--- config.mk ---
export PLATFORM = sky130hd
export DESIGN_NAME = stack_arbiter_flat
export DESIGN_NICKNAME = d
export VERILOG_FILES = /design/src/rtl/stack_arbiter_if.sv /design/src/rtl/stack_arbiter.sv /design/src/flat_wrapper.sv
export SDC_FILE = /design/constraint.sdc
export NUM_CORES = 1
export LEC_CHECK = 0
export BUFFER_PORTS_ARGS = -buffer_cell sky130_fd_sc_hd__buf_2
export CORE_AREA = 2 2 58 60
export CTS_CLUSTER_SIZE = 14
export DETAILED_ROUTE_END_ITERATION = 10
export DIE_AREA = 0 0 60 62
export PLACE_DENSITY = 0.79
export SETUP_SLACK_MARGIN = 0.15
export SYNTH_ARGS = -nofsm -noshare
export SYNTH_HDL_FRONTEND = slang
export SYNTH_SLANG_ARGS = --single-unit
--- constraint.sdc ---
create_clock -name clk -period 1.9 [get_ports clk]
set_input_delay 0.57 -clock clk [delete_from_list [all_inputs] [get_ports clk]]
set_output_delay 0.57 -clock clk [all_outputs]
set_load 0.05 [all_outputs]
--- src/rtl/stack_arbiter_if.sv ---
// Requester-side handshake bundle for stack_arbiter: one instance per requester.
interface stack_arbiter_if #(
  parameter int DATA_BITS = 8
);
  logic                 req;
  logic                 op;     // 1 = push, 0 = pop
  logic [DATA_BITS-1:0] wdata;
  logic                 ack;
  logic                 err;
  logic [DATA_BITS-1:0] rdata;

  modport master (output req, op, wdata, input ack, err, rdata);
  modport slave  (input req, op, wdata, output ack, err, rdata);
endinterface

--- src/rtl/stack_arbiter.sv ---
// Two-requester arbiter in front of a shared LIFO; one stack op per req/ack transaction.
// Define STACK_ARB_FIXED_PRIO_EN for fixed A-over-B priority instead of round-robin.
module stack_arbiter #(
  parameter int DATA_BITS = 8
) (
  input  logic                 clk,
  input  logic                 reset_n,
  stack_arbiter_if.slave       a,
  stack_arbiter_if.slave       b,
  output logic                 stk_push,
  output logic                 stk_pop,
  output logic [DATA_BITS-1:0] stk_wdata,
  input  logic                 stk_empty,
  input  logic                 stk_full,
  input  logic [DATA_BITS-1:0] stk_rdata
);

  typedef enum logic [1:0] {IDLE, ISSUE, RESP} state_t;

  state_t               state, state_next;
  logic                 win_b;
  logic                 op_q;
  logic [DATA_BITS-1:0] wdata_q;
  logic                 err_q, err_next;
  logic [DATA_BITS-1:0] a_rdata_q, b_rdata_q;
  logic [DATA_BITS-1:0] pop_data;
  logic                 any_req;
  logic                 grant_b;

  assign any_req = a.req | b.req;

`ifdef STACK_ARB_FIXED_PRIO_EN
  assign grant_b = b.req & ~a.req;
`else
  logic last_b;

  // Starts as B so that A wins the first tie after reset.
  assign grant_b = b.req & (~a.req | ~last_b);

  always_ff @(posedge clk or negedge reset_n) begin
    if (!reset_n)
      last_b <= 1'b1;
    else if (state == ISSUE)
      last_b <= win_b;
  end
`endif

  // NOTE: every output-producing path defaults first, so no branch can infer a latch.
  always_comb begin
    state_next = state;
    stk_push   = 1'b0;
    stk_pop    = 1'b0;
    stk_wdata  = '0;
    err_next   = err_q;
    pop_data   = stk_empty ? '0 : stk_rdata;
    unique case (state)
      IDLE: begin
        if (any_req)
          state_next = ISSUE;
      end
      ISSUE: begin
        state_next = RESP;
        if (op_q) begin
          stk_push  = ~stk_full;
          stk_wdata = stk_full ? '0 : wdata_q;
          err_next  = stk_full;
        end else begin
          stk_pop  = ~stk_empty;
          err_next = stk_empty;
        end
      end
      RESP:    state_next = IDLE;
      default: state_next = IDLE;
    endcase
  end

  // NOTE: state uses non-blocking assignments so every register samples pre-edge values;
  // the async reset clears all of it, which also drops the combinational strobes at once.
  always_ff @(posedge clk or negedge reset_n) begin
    if (!reset_n) begin
      state     <= IDLE;
      win_b     <= 1'b0;
      op_q      <= 1'b0;
      wdata_q   <= '0;
      err_q     <= 1'b0;
      a_rdata_q <= '0;
      b_rdata_q <= '0;
    end else begin
      state  <= state_next;
      err_q  <= err_next;
      if (state == IDLE && any_req) begin
        win_b   <= grant_b;
        op_q    <= grant_b ? b.op    : a.op;
        wdata_q <= grant_b ? b.wdata : a.wdata;
      end
      // The pre-pop top of stack is captured in the same cycle as the pop strobe.
      if (state == ISSUE && !op_q) begin
        if (win_b)
          b_rdata_q <= pop_data;
        else
          a_rdata_q <= pop_data;
      end
    end
  end

  assign a.ack   = (state == RESP) & ~win_b;
  assign b.ack   = (state == RESP) &  win_b;
  assign a.err   = a.ack & err_q;
  assign b.err   = b.ack & err_q;
  assign a.rdata = a_rdata_q;
  assign b.rdata = b_rdata_q;

endmodule

--- src/flat_wrapper.sv ---
// flat-port wrapper written by rule: the top's interface ports become plain ports
module stack_arbiter_flat 
#(
  parameter int DATA_BITS = 8
)
  (clk, reset_n, stk_push, stk_pop, stk_wdata, stk_empty, stk_full, stk_rdata, a_req, a_op, a_wdata, a_ack, a_err, a_rdata, b_req, b_op, b_wdata, b_ack, b_err, b_rdata);
  stack_arbiter_if #(.DATA_BITS(DATA_BITS)) a_i ();
  stack_arbiter_if #(.DATA_BITS(DATA_BITS)) b_i ();
  input  logic clk;
  input  logic reset_n;
  output logic stk_push;
  output logic stk_pop;
  output logic [DATA_BITS-1:0] stk_wdata;
  input  logic stk_empty;
  input  logic stk_full;
  input  logic [DATA_BITS-1:0] stk_rdata;
  input wire logic [$bits(a_i.req)-1:0] a_req;
  input wire logic [$bits(a_i.op)-1:0] a_op;
  input wire logic [$bits(a_i.wdata)-1:0] a_wdata;
  output wire logic [$bits(a_i.ack)-1:0] a_ack;
  output wire logic [$bits(a_i.err)-1:0] a_err;
  output wire logic [$bits(a_i.rdata)-1:0] a_rdata;
  input wire logic [$bits(b_i.req)-1:0] b_req;
  input wire logic [$bits(b_i.op)-1:0] b_op;
  input wire logic [$bits(b_i.wdata)-1:0] b_wdata;
  output wire logic [$bits(b_i.ack)-1:0] b_ack;
  output wire logic [$bits(b_i.err)-1:0] b_err;
  output wire logic [$bits(b_i.rdata)-1:0] b_rdata;
  assign a_i.req = a_req;
  assign a_i.op = a_op;
  assign a_i.wdata = a_wdata;
  assign a_ack = a_i.ack;
  assign a_err = a_i.err;
  assign a_rdata = a_i.rdata;
  assign b_i.req = b_req;
  assign b_i.op = b_op;
  assign b_i.wdata = b_wdata;
  assign b_ack = b_i.ack;
  assign b_err = b_i.err;
  assign b_rdata = b_i.rdata;
  stack_arbiter #(.DATA_BITS(DATA_BITS)) u_core (.clk(clk), .reset_n(reset_n), .a(a_i), .b(b_i), .stk_push(stk_push), .stk_pop(stk_pop), .stk_wdata(stk_wdata), .stk_empty(stk_empty), .stk_full(stk_full), .stk_rdata(stk_rdata));
endmodule
==> results of run 1 <==
[where the power goes]
part	switching, mW	total [mW]	internal, mW
Clock	0.217	0.469	0.253
Sequential	0.175	1.14	0.969
Combinational	1.34	2.16	0.814
Total	1.73	3.77	2.04
[final cells by class]
type	instances	area [um2]
flip-flops and latches	30	753
clock buffers	8	78.8
multi-input cells	84	659
fillers	244	1050
well taps	46	57.6
inverters	2	7.51
repair buffers	77	577
[layout by cell type (no fill, tap or decap), drive strengths merged]
cell,n
inv,2
nand2,18
nor3,2
nand2b,9
and2,10
mux2i,1
or4b,1
dfstp,1
buf,77
dfrtp,29
nor3b,3
o32ai,1
clkbuf,8
o21ai,18
nand4bb,1
a21bo,1
mux2,18
nor2,1
[synth_stat cells, drive strengths merged]
cell     instances
nand2           18
mux2i            1
buf              5
inv              2
nor3             2
mux2            18
nor3b            3
or4b             1
nor2             1
nand4bb          1
clkbuf           1
nand2b           9
o32ai            1
o21ai           18
dfrtp           29
dfstp            1
and2            10
a21bo            1
[sequential cells by signal (all words and copies together) (netlist names)]
signal / flops
u_core.wdata_q: 8
u_core.err_q: 1
u_core.win_b: 1
u_core.a.rdata: 8
u_core.last_b: 1
u_core.b.rdata: 8
u_core.state: 2
u_core.op_q: 1
[metrics by stage]
| stage | instance area (um2) | std cells | util, % | power, mW | setup TNS (ns) |
|---|---|---|---|---|---|
| 6_report | 2130 | 247 | 67.1 | 3.77 | -1.82 |
| 5_1_grt | 2130 | 247 | 67.1 | 4.00 | -2.85 |
| 4_1_cts | 2080 | 244 | 65.5 | 3.74 | -1.85 |
| 3_5_place_dp | 1820 | 230 | 57.1 | 3.04 | -0.754 |
| 3_3_place_gp | 1820 | 230 | 57.1 | 2.97 | -0.686 |
| 2_1_floorplan | 1440 | 122 | - | 2.57 | -2.55 |
[worst max path at each step]
| stage | from | end | slack (ns) | cells past startpoint |
|---|---|---|---|---|
| 4_1_cts | u_core.state[1] | stk_wdata[5] | -0.17 | 5 |
| 3_3_place_gp | stk_full | stk_wdata[6] | -0.09 | 5 |
| 6_report | u_core.state[1] | stk_wdata[7] | -0.17 | 5 |
| 2_1_floorplan | u_core.state[1] | stk_wdata[0] | -0.28 | 3 |
| 5_1_grt | u_core.state[1] | stk_wdata[2] | -0.25 | 5 |
| 3_5_place_dp | stk_full | stk_wdata[5] | -0.10 | 5 |
[metal layers]
layer	vias up	global-route usage, %
met5	-	0
met4	0	8.57
met1	542	20.1
met2	49	32.5
met3	5	6.42
li1	566	-
[kinds of logic after synthesis]
| family | after synthesis | share of synthesized area, % |
|---|---|---|
| compound gates | 20 | 8.45 |
| simple gates | 45 | 18.1 |
| mux | 19 | 15.4 |
| flops | 30 | 54.6 |
| buf+inv | 8 | 3.45 |
[what timing repair did]
| item | 4_1_cts | 5_1_grt |
|---|---|---|
| setup endpoints to repair | 15 | 22 |
| pin swaps | 4 | 4 |
| resized for setup | 42 | 9 |
| setup buffers | 6 | 3 |
| hold buffers | 0 | 0 |
==> impl_metrics.json, run 1 <==
{
  "rsz0062_at_grt": "yes",
  "crit_slowest_cell": "dfrtp_1",
  "die_area_mm2": 0.00372,
  "routedWlPerCell_um": 13.0,
  "final_max_slew_viol_count": 0,
  "port_buffers": 61,
  "seq_area_frac_synth_pct": 54.6,
  "max-vdd-ir-drop_mv": 0.654,
  "wl_met3_um": 232,
  "cap_viol_max_count": 0,
  "drive_gt1_share_pct": 62.2,
  "cts_max_level": 2,
  "clkTransAtPathRegs_ns": 0.10,
  "io-pin-count": 62,
  "cp.required_ns": 1.33,
  "wl_met2_um": 1670,
  "endpoint_kind": "output pin",
  "post-place-ws_ns": -0.103,
  "first_pass_iters": 4,
  "crit_chain": "nand2b_4 -> nor3b_4 -> buf_6 -> and2_4 -> buf_8",
  "violations": "setup timing",
  "wirelength_um": 3220,
  "leakage_nw": 1.06,
  "drtAntennaViolNets": 0,
  "setup_viol": 14,
  "ys_types": 23,
  "met1Wirelength_um": 1270,
  "worst_pin_slew_ns": 0.652,
  "synthToLayoutAreaGrowth_pct": 54.9,
  "fin_worst_skew_ns": 0.0111,
  "synth_nets": 154,
  "highest_layer": "met4",
  "dp_hpwl_um": 2230,
  "holdWs_ns": 0.253,
  "powerDensity_mw_per_mm2": 1770,
  "n_antenna_cell": 0,
  "ys_ff_latch": 30,
  "cp.buffers_inverters": 2,
  "worstHoldPathType": "in -> async",
  "r2r_setup_slack_ns": 0.30,
  "cp_slowest_stage_delay_ns": 0.38,
  "fin_nets": 232,
  "viasPerCell": 4.70,
  "die_w_um": 60,
  "avgSynthCellArea_um2": 11.3,
  "synthTopCellsByArea": "dfrtp_1 (53%), mux2_2 (15%), nand2_1 (4.9%)",
  "relSlewSlack_pct": 56.6,
  "drcViolationCount": 0,
  "grt_max_degree": 31,
  "clockRootBuffer": "clkbuf_4",
  "rows": 21,
  "cts_tree": "built",
  "netlist_instances": 122,
  "die_y_um": 62,
  "syn_area_mm2": 0.00138,
  "yosys.area.top_type": "dfrtp_1",
  "period_minus_slack_ns": 2.07,
  "clkLatencyLatePin_ns": 0.33,
  "routabilityCongestion": 0.751,
  "r2r-start": "u_core.state[0]",
  "period_share_pct": 109,
  "grt_util_all_layers_pct": 18.5,
  "core_mm2": 0.00318,
  "first_iter_violations": 59,
  "grt_pass1_wl_um": 4860,
  "start_util_pct": 43.3,
  "grt_overflow": 0,
  "path_max_fanout": 9,
  "numCtsBuffers": 5,
  "synth_top_area_share_pct": 52.7,
  "cts_sinks": 30,
  "grt_pass1_vias": 1084,
  "cp.arrival_ns": 1.50,
  "clock_path_buffers": 2,
  "crit_family": "simple AND/OR/NAND/NOR gates",
  "vias": 1162,
  "finalHoldViolCount": 0,
  "rr_endpoint": "u_core.wdata_q[6]",
  "start_kind": "register",
  "antenna_found_initial": 0,
  "post-route-worst-setup-slack_ns": -0.168,
  "rr_worst_depth": 5,
  "worst-setup-path-type": "reg -> out",
  "fmax_mhz": 484,
  "outcome": "finished with violations",
  "yosys_warnings": 0
}
(Power assumes the default switching activity.)
==> run 2: changes to the inputs <==
--- a/config.mk
+++ b/config.mk
@@ -12,6 +12,7 @@
 export DIE_AREA = 0 0 60 62
 export PLACE_DENSITY = 0.79
 export SETUP_SLACK_MARGIN = 0.15
+export SKIP_CTS_REPAIR_TIMING = 1
 export SYNTH_ARGS = -nofsm -noshare
 export SYNTH_HDL_FRONTEND = slang
 export SYNTH_SLANG_ARGS = --single-unit
==> impl_metrics.json, run 2 (synthesis gave the netlist of run 1 again) <==
{
  "outcome": "finished with violations",
  "violations": "setup timing",
  "fmax_mhz": 484,
  "drcViolationCount": 0,
  "rr_worst_depth": 5,
  "worst_pin_slew_ns": 0.651,
  "drtAntennaViolNets": 0,
  "switching_share_pct": 46.8,
  "final_cell_mix": "buf_2 (48), dfrtp_1 (28), nand2_1 (18), mux2_2 (18)",
  "rsz0062_at_grt": "yes",
  "grt_pass1_vias": 1040,
  "mostFrequentLayoutCell": "buf_2",
  "powerDensity_mw_per_mm2": 1770,
  "leakage_nw": 1.01,
  "period_minus_slack_ns": 2.07,
  "numCtsBuffers": 5,
  "cp_slowest_stage_delay_ns": 0.38,
  "cp_num_cells": 5,
  "cp.required_ns": 1.33,
  "worst-setup-path-type": "reg -> out",
  "die_area_mm2": 0.00372,
  "die_w_um": 60,
  "crit_slowest_cell": "dfrtp_1",
  "routedWlPerCell_um": 12.8,
  "first_pass_iters": 4,
  "setup_viol": 12,
  "p_seq_share_pct": 31.8,
  "cap_viol_max_count": 0,
  "port_buffers": 61,
  "clkTransAtPathRegs_ns": 0.10,
  "worstHoldPathType": "in -> async",
  "synthToLayoutAreaGrowth_pct": 49.0,
  "wirelength_um": 3060,
  "io-pin-count": 62,
  "die_y_um": 62,
  "cts_tree": "built",
  "p_clk_share_pct": 12.9,
  "crit_family": "simple AND/OR/NAND/NOR gates",
  "cp.arrival_ns": 1.50,
  "vias": 1122,
  "cp.buffers_inverters": 2,
  "rows": 21,
  "endpoint_kind": "output pin",
  "first_iter_violations": 79,
  "clkLatencyLatePin_ns": 0.33,
  "fin_worst_skew_ns": 0.0109,
  "relSlewSlack_pct": 56.6,
  "grt_pass1_wl_um": 4720,
  "drive_gt1_share_pct": 60.6,
  "cts_max_level": 2,
  "path_max_fanout": 9,
  "dp_hpwl_um": 2230,
  "start_util_pct": 43.3,
  "grt_util_all_layers_pct": 17.9,
  "antenna_found_initial": 0,
  "grt_overflow": 0,
  "post-route-worst-setup-slack_ns": -0.166,
  "crit_chain": "nand2b_4 -> nor3b_4 -> buf_6 -> and2_4 -> buf_8",
  "finalHoldViolCount": 0,
  "period_share_pct": 109,
  "viasPerCell": 4.69,
  "placed_area_mm2": 0.00182,
  "final_max_slew_viol_count": 0,
  "post-place-ws_ns": -0.103,
  "core_mm2": 0.00318,
  "intPower_mw": 1.93,
  "cts_sinks": 30,
  "fin_nets": 224,
  "clockRootBuffer": "clkbuf_4",
  "pwr-share-comb_pct": 55.3,
  "num-fill-cells": 258,
  "clock_path_buffers": 2,
  "routabilityCongestion": 0.751,
  "switchingPower_mw": 1.70,
  "start_kind": "register",
  "max-vdd-ir-drop_mv": 0.698,
  "final_cell_area_mm2": 0.00205,
  "n_antenna_cell": 0,
  "grt_max_degree": 31
}
[run 2: cell types whose count changed in the layout (fill, tap and decap cells not counted)]
cell	change
buf_2	+1
buf_8	-3
buf_6	+1
buf_4	-7
[run 2: per-stage QoR]
stage / utilization [%] / setup TNS [ns] / hold slack (ns) / power, mW / std cells
floorplan: - / -2.55 / 0.274 / 2.57 / 122
global placement: 57.1 / -0.686 / 0.457 / 2.97 / 230
detailed placement: 57.1 / -0.754 / 0.463 / 3.04 / 230
CTS: 59.6 / -3.36 / 0.275 / 3.51 / 238
global route: 64.5 / -2.73 / 0.282 / 3.86 / 239
finish: 64.5 / -1.71 / 0.256 / 3.63 / 239
[run 2: power by group through the flow]
stage | clock (mW) | combinational (mW) | sequential, mW
CTS | 0.481 | 1.88 | 1.16
global placement | 0 | 1.82 | 1.15
global route | 0.520 | 2.14 | 1.20
finish | 0.467 | 2.01 | 1.16
detailed placement | 0 | 1.87 | 1.17
floorplan | 0 | 0.790 | 1.78
[run 2: final cells by class]
type	count	area (um2)	area share, %
Sequential cell	30	753	36.7
Tap cell	46	57.6	2.80
Multi-Input combinational cell	84	659	32.1
Timing Repair Buffer	69	495	24.1
Clock buffer	8	78.8	3.84
Inverter	2	7.51	0.366
[run 2: worst reg2reg max path: cells and delay by family, from the launching register on]
kind / cells / cell delay (ns)
AO/OA/AOI/OAI: 1 / 0.06
buffers and inverters: 2 / 0.24
flip-flops: 1 / 0.38
AND/OR/NAND/NOR: 2 / 0.80
[run 2: path summary, 6_finish.rpt]
kind | endpoint | startpoint | slack [ns]
setup reg to reg | u_core.a.rdata[0] | u_core.state[1] | 0.31
setup / recovery | stk_wdata[3] | u_core.state[1] | -0.17
hold / removal | u_core.b.rdata[7] | reset_n | 0.26
hold reg to reg | u_core.a.rdata[6] | u_core.a.rdata[6] | 0.48
min in group clk | u_core.a.rdata[6] | u_core.a.rdata[6] | 0.48
max in group asynchronous | u_core.state[0] | reset_n | 1.18
[run 2: routing by layer]
metal	vias to the layer above	part of all wire, %	global-route usage, %
met4	0	1.3	8.57
li1	552	-	-
met3	6	7.5	5.59
met2	47	50	30.6
met5	-	0	0
met1	517	41	20.4
==> run 3: changes to the inputs <==
--- a/config.mk
+++ b/config.mk
@@ -5,13 +5,13 @@
 export SDC_FILE = /design/constraint.sdc
 export NUM_CORES = 1
 export LEC_CHECK = 0
+export ABC_CLOCK_PERIOD_IN_PS = 1900
 export BUFFER_PORTS_ARGS = -buffer_cell sky130_fd_sc_hd__buf_2
 export CORE_AREA = 2 2 58 60
 export CTS_CLUSTER_SIZE = 14
 export DETAILED_ROUTE_END_ITERATION = 10
 export DIE_AREA = 0 0 60 62
 export PLACE_DENSITY = 0.79
-export SETUP_SLACK_MARGIN = 0.15
 export SKIP_CTS_REPAIR_TIMING = 1
 export SYNTH_ARGS = -nofsm -noshare
 export SYNTH_HDL_FRONTEND = slang
==> impl_metrics.json, run 3 (synthesis gave the netlist of run 1 again) <==
{
  "fin_cells": 240,
  "dp_cells": 230,
  "setup_viol": 12,
  "grt_pass1_wl_um": 4780,
  "drtAntennaViolNets": 0,
  "clkTransAtPathRegs_ns": 0.10,
  "drive_gt1_share_pct": 60.3,
  "fmax_mhz": 483,
  "max-vdd-ir-drop_mv": 0.845,
  "dp_hpwl_um": 2200,
  "placed_area_mm2": 0.00182,
  "vias": 1132,
  "relSlewSlack_pct": 56.7,
  "violations": "setup timing",
  "clockRootBuffer": "clkbuf_4",
  "finalHoldViolCount": 0,
  "final_cell_area_mm2": 0.00208,
  "numCtsBuffers": 5,
  "cap_viol_max_count": 0,
  "report.power.total_mw": 3.83,
  "wirelength_um": 3050,
  "rsz0062_at_grt": "yes",
  "die_w_um": 60,
  "p_seq_share_pct": 30.3,
  "die_y_um": 62,
  "worst-setup-path-type": "reg -> out",
  "core_mm2": 0.00318,
  "cp.required_ns": 1.33,
  "leakage_nw": 1.03,
  "worst_pin_slew_ns": 0.650,
  "cts_max_level": 2,
  "cts_tree": "built",
  "cp.arrival_ns": 1.50,
  "antenna_found_initial": 0,
  "final_cell_mix": "buf_2 (48), dfrtp_1 (28), nand2_1 (18), mux2_2 (18), o21ai_0 (10)",
  "post-place-ws_ns": -0.0999,
  "period_share_pct": 109,
  "start_kind": "register",
  "first_pass_iters": 4,
  "rows": 21,
  "powerDensity_mw_per_mm2": 1840,
  "path_max_fanout": 9,
  "cts_sinks": 30,
  "grt_pass1_vias": 1104,
  "rr_worst_depth": 4,
  "post-route-worst-setup-slack_ns": -0.170,
  "pwr-share-comb_pct": 52.3,
  "routedWlPerCell_um": 12.7,
  "switchingPower_mw": 1.70,
  "grt_util_all_layers_pct": 17.9,
  "num-fill-cells": 255,
  "outcome": "finished with violations",
  "port_buffers": 61,
  "intPower_mw": 2.12,
  "io-pin-count": 62,
  "switching_share_pct": 44.5,
  "period_minus_slack_ns": 2.07,
  "mostFrequentLayoutCell": "buf_2",
  "clkLatencyLatePin_ns": 0.32,
  "worstHoldPathType": "in -> async",
  "routabilityCongestion": 0.719,
  "viasPerCell": 4.72,
  "fin_worst_skew_ns": 0.0102,
  "clock_path_buffers": 2,
  "drcViolationCount": 0,
  "p_clk_share_pct": 17.4,
  "fin_nets": 225,
  "final_max_slew_viol_count": 0,
  "first_iter_violations": 80,
  "endpoint_kind": "output pin",
  "n_antenna_cell": 0,
  "die_area_mm2": 0.00372,
  "grt_max_degree": 31,
  "grt_overflow": 0,
  "fin_util_pct": 65.4,
  "start_util_pct": 43.3,
  "synthToLayoutAreaGrowth_pct": 50.9
}
run 3: final timing paths:
kind / startpoint / to / slack [ns]
hold / removal: reset_n / u_core.b.rdata[2] / 0.27
hold reg to reg: u_core.a.rdata[6] / u_core.a.rdata[6] / 0.48
max in group asynchronous: reset_n / u_core.state[0] / 1.18
setup / recovery: u_core.state[1] / stk_wdata[2] / -0.17
min in group clk: u_core.a.rdata[6] / u_core.a.rdata[6] / 0.48
setup reg to reg: u_core.state[1] / u_core.a.rdata[3] / 0.18
run 3: per-stage QoR:
step           TNS, ns  hold WS, ns
2_1_floorplan    -2.55        0.274
3_3_place_gp    -0.712        0.457
3_5_place_dp    -0.736        0.472
4_1_cts          -3.37        0.267
5_1_grt          -2.76        0.287
6_report         -1.72        0.266
run 3: cell type report:
type	count	area [um2]	share of cell area (%)
well taps	46	57.6	2.77
repair buffers	70	499	24.0
inverters	2	7.51	0.361
flip-flops and latches	30	753	36.2
clock inverters	2	60.1	2.89
multi-input cells	84	649	31.2
clock buffers	6	51.3	2.47
run 3: critical path, stage by stage, from the launching register on:
cell and delay [ns]:
dfrtp_1 0.39, nand2b_4 0.15, nor3b_4 0.20, buf_6 0.16, and2_4 0.15, buf_8 0.14
run 3: power by group through the flow:
stage	Combinational, mW	Sequential, mW	Clock, mW
final	2.00	1.16	0.665
after global routing	2.14	1.19	0.720
after CTS	1.87	1.16	0.681
after detailed placement	1.86	1.17	0
after global placement	1.82	1.15	0
after floorplan	0.790	1.78	0
run 3: per-layer routing:
layer  routed length (um)  vias to the layer above  part of all wire [%]  global-route usage, %
li1                     -                      555                     -                      -
met1                 1220                      527                    40                   18.5
met2                 1620                       48                    53                   32.9
met3                  204                        2                   6.7                   5.80
met4                    6                        0                  0.20                   8.57
met5                    0                        -                     0                      0
